--- src/rtl/uart_rx_sat_counter.sv ---
// Error counter that counts up by one per INC and sticks at all-ones;
// CLR takes priority over INC.
module uart_rx_sat_counter #(
  parameter int WIDTH = 8
) (
  input  logic             CLK,
  input  logic             RST,
  input  logic             CLR,
  input  logic             INC,
  output logic [WIDTH-1:0] CNT
);

  always_ff @(posedge CLK or negedge RST) begin
    if (!RST) begin
      CNT <= '0;
    end else if (CLR) begin
      CNT <= '0;
    end else if (INC && (CNT != {WIDTH{1'b1}})) begin
      CNT <= CNT + 1'b1;
    end
  end

endmodule

--- config.mk ---
export PLATFORM = sky130hd
export DESIGN_NAME = uart_rx_sat_counter
export DESIGN_NICKNAME = d
export VERILOG_FILES = /design/src/rtl/uart_rx_sat_counter.sv
export SDC_FILE = /design/constraint.sdc
export NUM_CORES = 1
export LEC_CHECK = 0
export ABC_AREA = 1
export CAP_MARGIN = 20
export CORE_AREA = 2 2 39 41
export CTS_CLUSTER_SIZE = 10
export DETAILED_ROUTE_END_ITERATION = 7
export DIE_AREA = 0 0 41 43
export GPL_TIMING_DRIVEN = 0
export PLACE_DENSITY_LB_ADDON = 0.05
export RECOVER_POWER = 25
export SLEW_MARGIN = 20
export SYNTH_ARGS = -nofsm -noshare
export SYNTH_HDL_FRONTEND = slang
export SYNTH_SLANG_ARGS = --single-unit
--- constraint.sdc ---
create_clock -name CLK -period 2.8 [get_ports CLK]
set_input_delay 0.84 -clock CLK [delete_from_list [all_inputs] [get_ports CLK]]
set_output_delay 0.84 -clock CLK [all_outputs]
set_load 0.02 [all_outputs]
==> out/metrics.yaml, run 1 <==
outcome:
  status: "completed"
min_path:
  hold_class: "flip-flop to flip-flop"
synthesis:
  ys.flop_type: "dfrtp_1"
  yosysTopAreaCell: "dfrtp_1"
  synth.top_cell.area_share_pct: 39.1
  syn_area_per_cell_um2: 6.92
  synth_area_leaders: "dfrtp_1 (39%), nand2_1 (18%), nand3_1 (8.8%)"
  synth_edf_count: 0
  synth-seq-cells: 8
  async_flop_share_pct: 100
  synth_nets: 79
  synth_warnings: 0
  synth.cell_area_um2: 512
  ys_top_cells_by_count: "nand2_1 (25), inv_1 (10), nand3_1 (9)"
  synth_seq_area_share_pct: 39.1
  syn_inst: 74
  ys_types: 15
  yosysMostFrequentCell: "nand2_1"
worst_setup_path:
  crit_type: "flip-flop to output port"
  crit_family: "buffers and inverters"
  arrival_ns: 1.35
  worstSetupStartpointType: "flip-flop"
  cp_max_fo: 7
  path_buf_inv: 1
  cp_slowest_cell: "clkdlybuf4s50_1"
  cp-end-kind: "output port"
  crit_chain: "clkdlybuf4s50_1"
  worstPathRequired_ns: 1.96
  critPathMaxStageDelay_ns: 0.64
sta:
  setup_violations: 0
  fmax_mhz: 456
  holdWs_ns: 0.541
  drv_slew: 0
  slew_headroom_pct: 74.1
  grt_setup_unrepaired: "false"
  min_period_ns: 2.19
  fin_worst_skew_ns: 0.00285
  tightest_slew_ns: 0.387
  hold_violations: 0
  tns_ns: 0
  min_period_over_period_pct: 78.3
  fin_ws_ns: 0.609
place:
  io_buffers: 11
  dp.cells: 101
  hpwlAfterDp_um: 873
  place_ws_ns: 0.703
  gp_congestion: 0.808
grt:
  grt_max_degree: 9
  antenna_found_initial: 0
  grt_pass1_wl_mm: 1.97
  grt_pass1_vias: 435
  overflow: 0
  track_usage_pct: 16.7
drt:
  routedWlPerCell_um: 11.4
  via_count: 502
  drc_errors: 0
  first_iter_violations: 12
  firstDrtPassIters: 4
  drt-total-wl_mm: 1.19
  viasPerCell: 4.83
  ant_nets: 0
cts:
  cts_root_buffer: "clkbuf_4"
  cts_tree: "done"
  cts.sinks: 8
  postCtsSetupRepairBufs: 0
  clkSlewWorstSetupHoldPaths_ns: 0.06
  cts-resized-gates: 0
  cts_buffers: 3
  ctsHoldBuffers: 0
  cts_max_path_buffers: 2
  htree_num_levels: 1
  clk_latency_ns: 0.26
final_layout:
  largest_register_ffs: 8
  final_util_pct: 48.0
  drive_above_1_share_pct: 11.4
  top_register: "CNT"
  nets: 95
  syn2layout_area_growth_pct: 29.8
  reg_top3: "CNT: 8 flops"
  antennaDiodeCount: 0
  stdcell_count: 104
power:
  ir_worst_vdd_v: 0.000222
  power_density_nw_per_um2: 400
  p_leak_nw: 0.314
floorplanning:
  start_util_pct: 37.0
  num_rows: 14
  ioPinCount: 12
  die_h_um: 43
  die_w_um: 41
  core_area_um2: 1380
  dieArea_um2: 1760
flow_run:
  cap_violations: 0
[logic make-up (layout without fill, tap and decap cells)]
kind of cell / after synthesis / in the layout / share of synthesized area (%)
buffers and inverters: 11 / 25 / 9.05
and+or+nand+nor: 46 / 46 / 39.9
DFF: 8 / 8 / 39.1
AOI/OAI and AO/OA: 8 / 8 / 9.53
adders and majority gates: 1 / 1 / 2.44
[per-stage QoR]
| step | instance area (um2) | power (W) |
|---|---|---|
| 2_1_floorplan | 512 | 0.000152 |
| 3_3_place_gp | 642 | 0.000175 |
| 3_5_place_dp | 642 | 0.000175 |
| 4_1_cts | 664 | 0.000270 |
| 5_1_grt | 664 | 0.000283 |
| 6_report | 664 | 0.000266 |
[metal layers]
metal	global-route usage [%]	routed length [um]
met2	22.8	525
met1	23.4	589
met3	4.71	52
met4	8.00	22
met5	0	0
[worst paths after layout]
path / endpoint / depth (start not counted) / start / slack [ns]
min: CNT[4] / 2 / CNT[4] / 0.54
min in group asynchronous: CNT[0] / 1 / RST / 0.94
max reg2reg: CNT[7] / 7 / CNT[0] / 1.34
max in group asynchronous: CNT[6] / 1 / RST / 1.59
min reg2reg: CNT[4] / 2 / CNT[4] / 0.54
max: CNT[5] / 1 / CNT[5] / 0.61
[placed cells by master (no fill, tap or decap)]
master,Yosys,layout
nor2_2,2,2
dlygate4sd3_1,0,1
a21oi_1,4,4
o21bai_1,2,2
nand3_1,9,9
inv_1,10,10
ha_1,1,1
nor2_1,5,5
nand2_4,1,1
clkbuf_4,0,3
o21ai_1,1,1
nand2_2,2,2
clkdlybuf4s50_1,0,10
nand2_1,25,25
nor3_1,2,2
dfrtp_1,8,8
clkinv_4,1,1
a21oi_2,1,1
[power by group]
part | switching [W] | internal, W | total, W
logic | 0.0000250 | 0.0000196 | 0.0000446
clock network | 0.0000440 | 0.0000494 | 0.0000934
registers | 0.00000724 | 0.000121 | 0.000128
[layout make-up]
| cell class | instances | area [um2] |
|---|---|---|
| Fill cell | 151 | 719 |
| Multi-Input combinational cell | 55 | 265 |
| Tap cell | 16 | 20.0 |
| Timing Repair Buffer | 11 | 110 |
| Clock buffer | 3 | 22.5 |
| Inverter | 11 | 46.3 |
| Sequential cell | 8 | 200 |
Note: power is estimated with default switching activity, not from simulation.
==> run 2, diff against run 1 <==
==> constraint.sdc (replaced) <==
create_clock -name CLK -period 2 [get_ports CLK]
set_input_delay 0.6 -clock CLK [delete_from_list [all_inputs] [get_ports CLK]]
set_output_delay 0.6 -clock CLK [all_outputs]
set_load 0.02 [all_outputs]
==> out/metrics.yaml, run 2 (synthesis results as in run 1) <==
drt:
  drc_errors: 0  # unchanged
  first_iter_violations: 12  # unchanged
  ant_nets: 0  # unchanged
  routedWlPerCell_um: 11.5  # was 11.4 um
  drt-total-wl_mm: 1.19  # about the same
  firstDrtPassIters: 4  # unchanged
  via_count: 502  # unchanged
  viasPerCell: 4.83  # unchanged
worst_setup_path:
  crit_chain: "clkdlybuf4s50_1"  # unchanged
  cp-startpoint: "CNT[2]"  # was CNT[5]
  worstSetupStartpointType: "flip-flop"  # unchanged
  r2r_start: "CNT[0]"  # unchanged
  path_buf_inv: 1  # unchanged
  critPathMaxStageDelay_ns: 0.64  # about the same
  cp_max_fo: 6  # was 7
  reg2reg_depth: 7  # unchanged
  crit_type: "flip-flop to output port"  # unchanged
  rrSetupSlack_ns: 0.54  # was 1.34 ns
  crit_family: "buffers and inverters"  # unchanged
  cp_slowest_cell: "clkdlybuf4s50_1"  # unchanged
  cp-end-kind: "output port"  # unchanged
  worstPathRequired_ns: 1.40  # was 1.96 ns
  r2r-end: "CNT[7]"  # unchanged
  arrival_ns: 1.33  # was 1.35 ns
floorplanning:
  ioPinCount: 12  # unchanged
  num_rows: 14  # unchanged
  die_w_um: 41  # unchanged
  core_area_um2: 1380  # unchanged
  start_util_pct: 37.0  # unchanged
  die_h_um: 43  # unchanged
  dieArea_um2: 1760  # unchanged
cts:
  cts.sinks: 8  # unchanged
  cts_max_path_buffers: 2  # unchanged
  cts_tree: "done"  # unchanged
  cts-resized-gates: 0  # unchanged
  cts_buffers: 3  # unchanged
  clk_latency_ns: 0.26  # about the same
  cts_root_buffer: "clkbuf_4"  # unchanged
  htree_num_levels: 1  # unchanged
  clkSlewWorstSetupHoldPaths_ns: 0.06  # about the same
  ctsHoldBuffers: 0  # unchanged
  postCtsSetupRepairBufs: 0  # unchanged
sta:
  tns_ns: 0  # unchanged
  min_period_ns: 1.93
  slew_headroom_pct: 74.1  # about the same
  hold_violations: 0  # unchanged
  fin_worst_skew_ns: 0.00285  # unchanged
  tightest_slew_ns: 0.387  # about the same
  setup_violations: 0  # unchanged
  grt_setup_unrepaired: "false"  # unchanged
  fin_ws_ns: 0.0691  # was 0.609 ns
  drv_slew: 0  # unchanged
  holdWs_ns: 0.541  # unchanged
  min_period_over_period_pct: 96.5
  fmax_mhz: 518
final_layout:
  final_cell_mix: "nand2_1 (25), inv_1 (10), nand3_1 (9), clkdlybuf4s50_1 (9), dfrtp_1 (8)"  # was nand2_1 (25), inv_1 (10), clkdlybuf4s50_1 (10)
  fillers: 150  # was 151
  final_common_cell: "nand2_1"  # unchanged
  drive_above_1_share_pct: 11.4  # unchanged
  top_register: "CNT"  # unchanged
  reg_top3: "CNT: 8 flops"  # unchanged
  antennaDiodeCount: 0  # unchanged
  final_util_pct: 48.2  # was 48.0%
  regArea_um2: 200  # unchanged
  syn2layout_area_growth_pct: 30.3  # was 29.8%
  stdcell_count: 104  # unchanged
  largest_register_ffs: 8  # unchanged
  multiInputGateArea_um2: 265  # unchanged
  nets: 95  # unchanged
power:
  net-switching-power_w: 0.000107  # was 0.0000762 W
  ir_worst_vdd_v: 0.000310  # was 0.000222 V
  p_seq_share_pct: 48.1  # about the same
  clkPwrFrac_pct: 35.2  # was 35.1%
  p_comb_share_pct: 16.7  # was 16.8%
  p_int_w: 0.000265  # was 0.000190 W
  p_leak_nw: 0.327  # was 0.314 nW
  swShare_pct: 28.7  # about the same
  power_density_nw_per_um2: 557  # was 400 nW/um2
grt:
  grt_pass1_wl_mm: 1.97  # unchanged
  grt_max_degree: 9  # unchanged
  track_usage_pct: 16.7  # unchanged
  grt_pass1_vias: 435  # unchanged
  overflow: 0  # unchanged
  antenna_found_initial: 0  # unchanged
flow_run:
  cap_violations: 0  # unchanged
place:
  gp_congestion: 0.808  # unchanged
  hpwlAfterDp_um: 873  # unchanged
  dp.cells: 101  # unchanged
  place_ws_ns: 0.143  # was 0.703 ns
  io_buffers: 11  # unchanged
min_path:
  hold_class: "flip-flop to flip-flop"  # unchanged
  min_path_cells: 2  # unchanged
  holdPathEnd: "CNT[4]"  # unchanged
  hp-start: "CNT[4]"  # unchanged
outcome:
  status: "completed"  # unchanged
-- run 2: changes by cell type in the layout (fill, tap and decap cells not counted) --
cell,before,now
dlymetal6s2s_1,0,1
clkdlybuf4s50_1,10,9
-- run 2: power groups by stage --
stage / sequential (W) / combinational (W) / clock [W]
floorplan: 0.000189 / 0.0000242 / 0
global placement: 0.000182 / 0.0000630 / 0
detailed placement: 0.000182 / 0.0000632 / 0
CTS: 0.000179 / 0.0000636 / 0.000136
global route: 0.000181 / 0.0000680 / 0.000146
finish: 0.000179 / 0.0000620 / 0.000131
-- run 2: how the worst max path moves through the flow --
stage	cells after the start	end	slack (ns)
floorplan	7	CNT[7]	0.64
global placement	6	CNT[6]	0.13
detailed placement	6	CNT[6]	0.14
CTS	1	CNT[5]	0.04
global route	1	CNT[2]	0.02
finish	1	CNT[2]	0.07
-- run 2: metrics by stage --
| stage | cell area (um2) | total power [W] |
|---|---|---|
| floorplan | 512 | 0.000213 |
| global placement | 642 | 0.000245 |
| global route | 667 | 0.000395 |
| detailed placement | 642 | 0.000245 |
| CTS | 664 | 0.000379 |
| finish | 667 | 0.000372 |
-- run 2: cell type report --
class	instances	share of cell area (%)
multi-input combinational	55	39.8
sequential	8	30.0
timing repair buffer	11	16.9
inverter	11	6.94
clock buffer	3	3.38
tap	16	3.00
-- run 2: routing by layer --
metal / vias to the layer above / routed length, um / global-route usage, %
met5: - / 0 / 0
met4: 0 / 22 / 8.00
met3: 4 / 54 / 4.71
met2: 11 / 525 / 22.8
met1: 223 / 589 / 23.4
li1: 264 / - / -
==> variant 1: new RTL, settings of run 2 <==
Change the parameter `WIDTH` from 8 to 6.
--- a/src/rtl/uart_rx_sat_counter.sv
+++ b/src/rtl/uart_rx_sat_counter.sv
@@ -2,5 +2,5 @@
 // CLR takes priority over INC.
 module uart_rx_sat_counter #(
-  parameter int WIDTH = 8
+  parameter int WIDTH = 6
 ) (
   input  logic             CLK,
Interface: changed (resized CNT); port bits go from 12 to 10. The function was not compared with the original's and may differ.
==> variant 1 against run 2 <==
  * Combinational power fell by 24%
  * Cell area fell by 22%
  * Routed wire length fell by 36%
  * Largest power group unchanged
  * Area after synthesis fell by 24%
  * Sequential share of layout area fell by 1.1 points
  * Setup slack improved by 0.012 ns
  * Final cell count fell by 23%
  * Sequential cell count fell by 2
  * Critical path type unchanged
  * Total power fell by 23%
  * Sequential power fell by 25%
  * Highest routed layer unchanged
  * Register-to-register slack improved by 0.18 ns
==> variant 1: results (changes against run 2) <==
setup_path:
  crit_fanout: 5  # was 6
  r2r-end: "CNT[0]"  # was CNT[7]
  critPathLaunch: "CNT[5]"  # was CNT[2]
  crit_family: "buffers and inverters"  # unchanged
  rrSetupSlack_ns: 0.72  # was 0.54 ns
  reg2reg_depth: 8  # was 7
  endpoint: "CNT[5]"  # was CNT[2]
global_routing:
  grt_start_max_net_pins: 7  # was 9
  grt_use_total: 0.114  # was 0.167
  grt_pass1_wl_mm: 1.30  # was 1.97 mm
  antenna_found_initial: 0  # unchanged
  grt_pass1_vias: 336  # was 435
power:
  switching_power_mw: 0.0710  # was 0.107 mW
  power.leakage_nw: 0.255  # was 0.327 nW
  vdd_ir_drop_max_mv: 0.394  # was 0.310 mV
placed_design:
  place.gp.congestion: 0.651  # was 0.808
  io_buffers: 9  # was 11
  dp_cells: 77  # was 101
  place_hpwl_um: 643  # was 873 µm
sta:
  max-slew-margin-rel: 0.810  # was 0.741
  finClkSkew_ns: 0.00140  # was 0.00285 ns
outcome:
  status: "finished clean"  # unchanged
finish:
  fin_nets: 71  # was 95
  drive_gt1_frac: 0.172  # was 0.114
  top_regs: "CNT (6)"  # was CNT (8)
  diodes: 0  # unchanged
route:
  dr.pass1.iters: 3  # was 4
  drt_iter0_drc: 3  # was 12
  wl_um: 759  # was 1.19 mm
  wl_per_cell_um: 9.49  # was 11.5 µm
  vias: 353  # was 502
yosys:
  synth.net_count: 57  # was 79
  avgSynthCellArea_um2: 7.44  # was 6.92 µm²
  synth.distinct_cells: 13  # was 15
  async_flop_share: 1.00  # unchanged
  yosysSeqAreaShare: 0.388  # was 0.391
  synth.area.top_cells: "dfrtp_1, nand2_1, nand3_1, inv_1, nand2_2"  # was dfrtp_1, nand2_1, nand3_1, inv_1, a21oi_1
  synthTopCellsByCount: "nand2_1, inv_1, nand3_1"  # unchanged
clock_tree:
  path_clk_slew_ns: 0.04  # was 0.06 ns
  clock_latency_ns: 0.24  # was 0.26 ns
-- variant 1: changes by cell type after synthesis, sizes merged --
cell    delta
nand4      +2
nor2       -1
clkinv     -1
a21oi      -3
dfrtp      -2
nand2     -10
inv        -2
o21bai     -2
o21ai      -1
nand3      -2
-- variant 1: power groups by stage --
stage	Sequential, mW	Clock (mW)	Combinational, mW
6_report	0.134	0.106	0.0474
3_5_place_dp	0.135	0	0.0483
2_1_floorplan	0.141	0	0.0172
5_1_grt	0.135	0.121	0.0523
3_3_place_gp	0.136	0	0.0493
4_1_cts	0.134	0.113	0.0488
-- variant 1: final cells by class --
type / instances / area [µm²]
clock buffers: 3 / 22.5
multi-input cells: 38 / 206
flip-flops and latches: 6 / 150
well taps: 16 / 20.0
repair buffers: 9 / 90.1
inverters: 8 / 30.0
fillers: 152 / 865
-- variant 1: per-layer routing --
metal,routed length (µm),up-vias,share of wire,track usage
met5,0,-,0,0
met4,11,0,0.014,0.100
met3,23,2,0.030,0.0314
met2,338,3,0.45,0.138
met1,385,156,0.51,0.157
li1,-,192,-,-
-- variant 1: metrics by stage --
stage | instance area (µm²) | hold slack [ns] | util | worst slack (ns)
3_3_place_gp | 497 | 0.562 | 0.359 | 0.315
3_5_place_dp | 497 | 0.563 | 0.359 | 0.324
5_1_grt | 519 | 0.597 | 0.375 | 0.0318
6_report | 519 | 0.564 | 0.375 | 0.0809
4_1_cts | 519 | 0.570 | 0.375 | 0.0628
2_1_floorplan | 387 | 0.304 | - | 0.675
-- variant 1: cells by family (layout without fill, tap and decap cells) --
group                    after synthesis  in the layout  share of synthesized area
flip-flops                             6              6                      0.388
adder cells (fa/ha/maj)                1              1                     0.0324
AO/OA/AOI/OAI                          2              2                     0.0356
buffers and inverters                  8             20                     0.0777
AND/OR/NAND/NOR                       35             35                      0.466
==> variant 2: new RTL, config.mk and constraints of run 2 <==
Without the edit above. Reset style: synchronous (`RST`), changed in one clocked block.
--- a/src/rtl/uart_rx_sat_counter.sv
+++ b/src/rtl/uart_rx_sat_counter.sv
@@ -11,5 +11,5 @@
 );
 
-  always_ff @(posedge CLK or negedge RST) begin
+  always_ff @(posedge CLK) begin
     if (!RST) begin
       CNT <= '0;
Function: differs if RST is asserted again (counterexample within 4 cycles, from zero or initial values and one cycle with RST low); with RST held inactive, the same outputs for 10 cycles.
==> variant 2 against run 2 <==
  * Global-route usage decreased by 4.2 points
  * Non-clock buffer count unchanged
  * Sequential share of layout area decreased by 3.2 points
  * Cell area decreased by 10%
  * Critical path depth unchanged
  * Setup slack got worse by 0.0084 ns
  * Critical endpoint unchanged
  * Routed wire length decreased by 22%
  * Sequential cell count unchanged
  * Area after synthesis decreased by 9.5%
Power is not compared: it rests on default switching activity, and its combinational part moved more than twofold at a synthesized area within 25%.
==> variant 2: results (changes against run 2) <==
clock_tree:
  path_clk_slew_ns: 0.06  # about the same
  cts_setup_buffers: 0  # unchanged
  clockBufferDepth: 2  # unchanged
  h-tree-depth: 1  # unchanged
  clock_latency_ns: 0.25
global_routing:
  grt_start_max_net_pins: 11  # was 9
  grt_use_total: 0.125  # was 0.167
  grt_pass1_wl_mm: 1.46  # was 1.97 mm
  grt_pass1_vias: 354  # was 435
finish:
  top_regs: "CNT (8)"  # unchanged
  fin_nets: 92  # was 95
  drive_gt1_frac: 0.106  # was 0.114
  diodes: 0  # unchanged
route:
  vias: 461  # was 502
  drt_iter0_drc: 7  # was 12
  wl_per_cell_um: 9.23  # was 11.5 µm
  dr.pass1.iters: 3  # was 4
sta:
  finClkSkew_ns: 0.00251  # was 0.00285 ns
  holdWs_ns: 0.540  # was 0.541 ns
  max-slew-margin-rel: 0.667  # was 0.741
yosys:
  synth.distinct_cells: 18  # was 15
  yosys_warnings: 0  # unchanged
  async_flop_share: 0  # was 1.00
  yosysSeqAreaShare: 0.346  # was 0.391
  synth.net_count: 77  # was 79
  ys.flop_type: "dfxtp_1"  # was dfrtp_1
  synth.area.top_cells: "dfxtp_1, nand2_1, nor2_1, a21oi_1, inv_1"  # was dfrtp_1, nand2_1, nand3_1, inv_1, a21oi_1
  synthTopCellsByCount: "nand2_1, nor2_1, dfxtp_1, inv_1, a21oi_1"  # was nand2_1, inv_1, nand3_1
job:
  drv_cap: 0  # unchanged
outcome:
  status: "finished clean"  # unchanged
setup_path:
  rrSetupSlack_ns: 0.70  # was 0.54 ns
  max_stage_delay_ns: 0.65
  crit_family: "buffers and inverters"  # unchanged
  crit_fanout: 6  # unchanged
placed_design:
  place_hpwl_um: 702  # was 873 µm
  placed_area_um2: 583  # was 642 µm²
  io_buffers: 10  # was 11
  place.gp.congestion: 0.676  # was 0.808
power:
  vdd_ir_drop_max_mv: 0.269
hold_path:
  min_path_type: "flop to flop"  # unchanged
## variant 2: cell types whose count changed after synthesis, moves of 2 or more
cell / before / now
inv_1: 10 / 8
dfxtp_1: 0 / 8
o21ai_0: 0 / 2
a21oi_1: 4 / 6
nor2_1: 5 / 13
o21bai_1: 2 / 0
nand2_1: 25 / 17
nand3b_1: 0 / 2
dfrtp_1: 8 / 0
nand3_1: 9 / 4
## variant 2: logic make-up after synthesis
family / count (synthesis) / share of synthesized area
buf+inv: 11 / 0.0973
flops: 8 / 0.346
compound gates: 8 / 0.0865
simple gates: 44 / 0.443
fa+ha+maj: 1 / 0.0270
## variant 2: power breakdown
group | switching [mW] | internal (mW)
sequential | 0.00203 | 0.161
combinational | 0.0130 | 0.0118
clock | 0.0580 | 0.0689
total | 0.0731 | 0.242
## variant 2: stage by stage
stage	worst slack, ns	instances	util
2_1_floorplan	0.666	72	-
4_1_cts	0.0409	101	0.438
5_1_grt	0.000666	101	0.432
3_5_place_dp	0.188	98	0.421
6_report	0.0607	101	0.432
3_3_place_gp	0.151	98	0.421
## variant 2: path summary, 6_finish.rpt
path | end | cells past startpoint | start
max | CNT[2] | 1 | CNT[2]
max reg2reg | CNT[5] | 6 | CNT[0]
min | CNT[1] | 2 | CNT[1]
min reg2reg | CNT[1] | 2 | CNT[1]
## variant 2: cell type report
class                           instances  area [µm²]
Tap cell                               16        20.0
Sequential cell                         8         160
Timing Repair Buffer                   10         100
Buffer                                  1        7.51
Multi-Input combinational cell         53         250
Fill cell                             155         786
Clock buffer                            3        22.5
Inverter                               10        37.5
## variant 2: metal layers
layer  global-route usage  share of wire  vias to the layer above
met5                    0              0                        -
met4               0.0800          0.017                        0
met3               0.0314          0.044                        2
met2                0.175           0.42                        9
met1                0.161           0.51                      196
li1                     -              -                      254
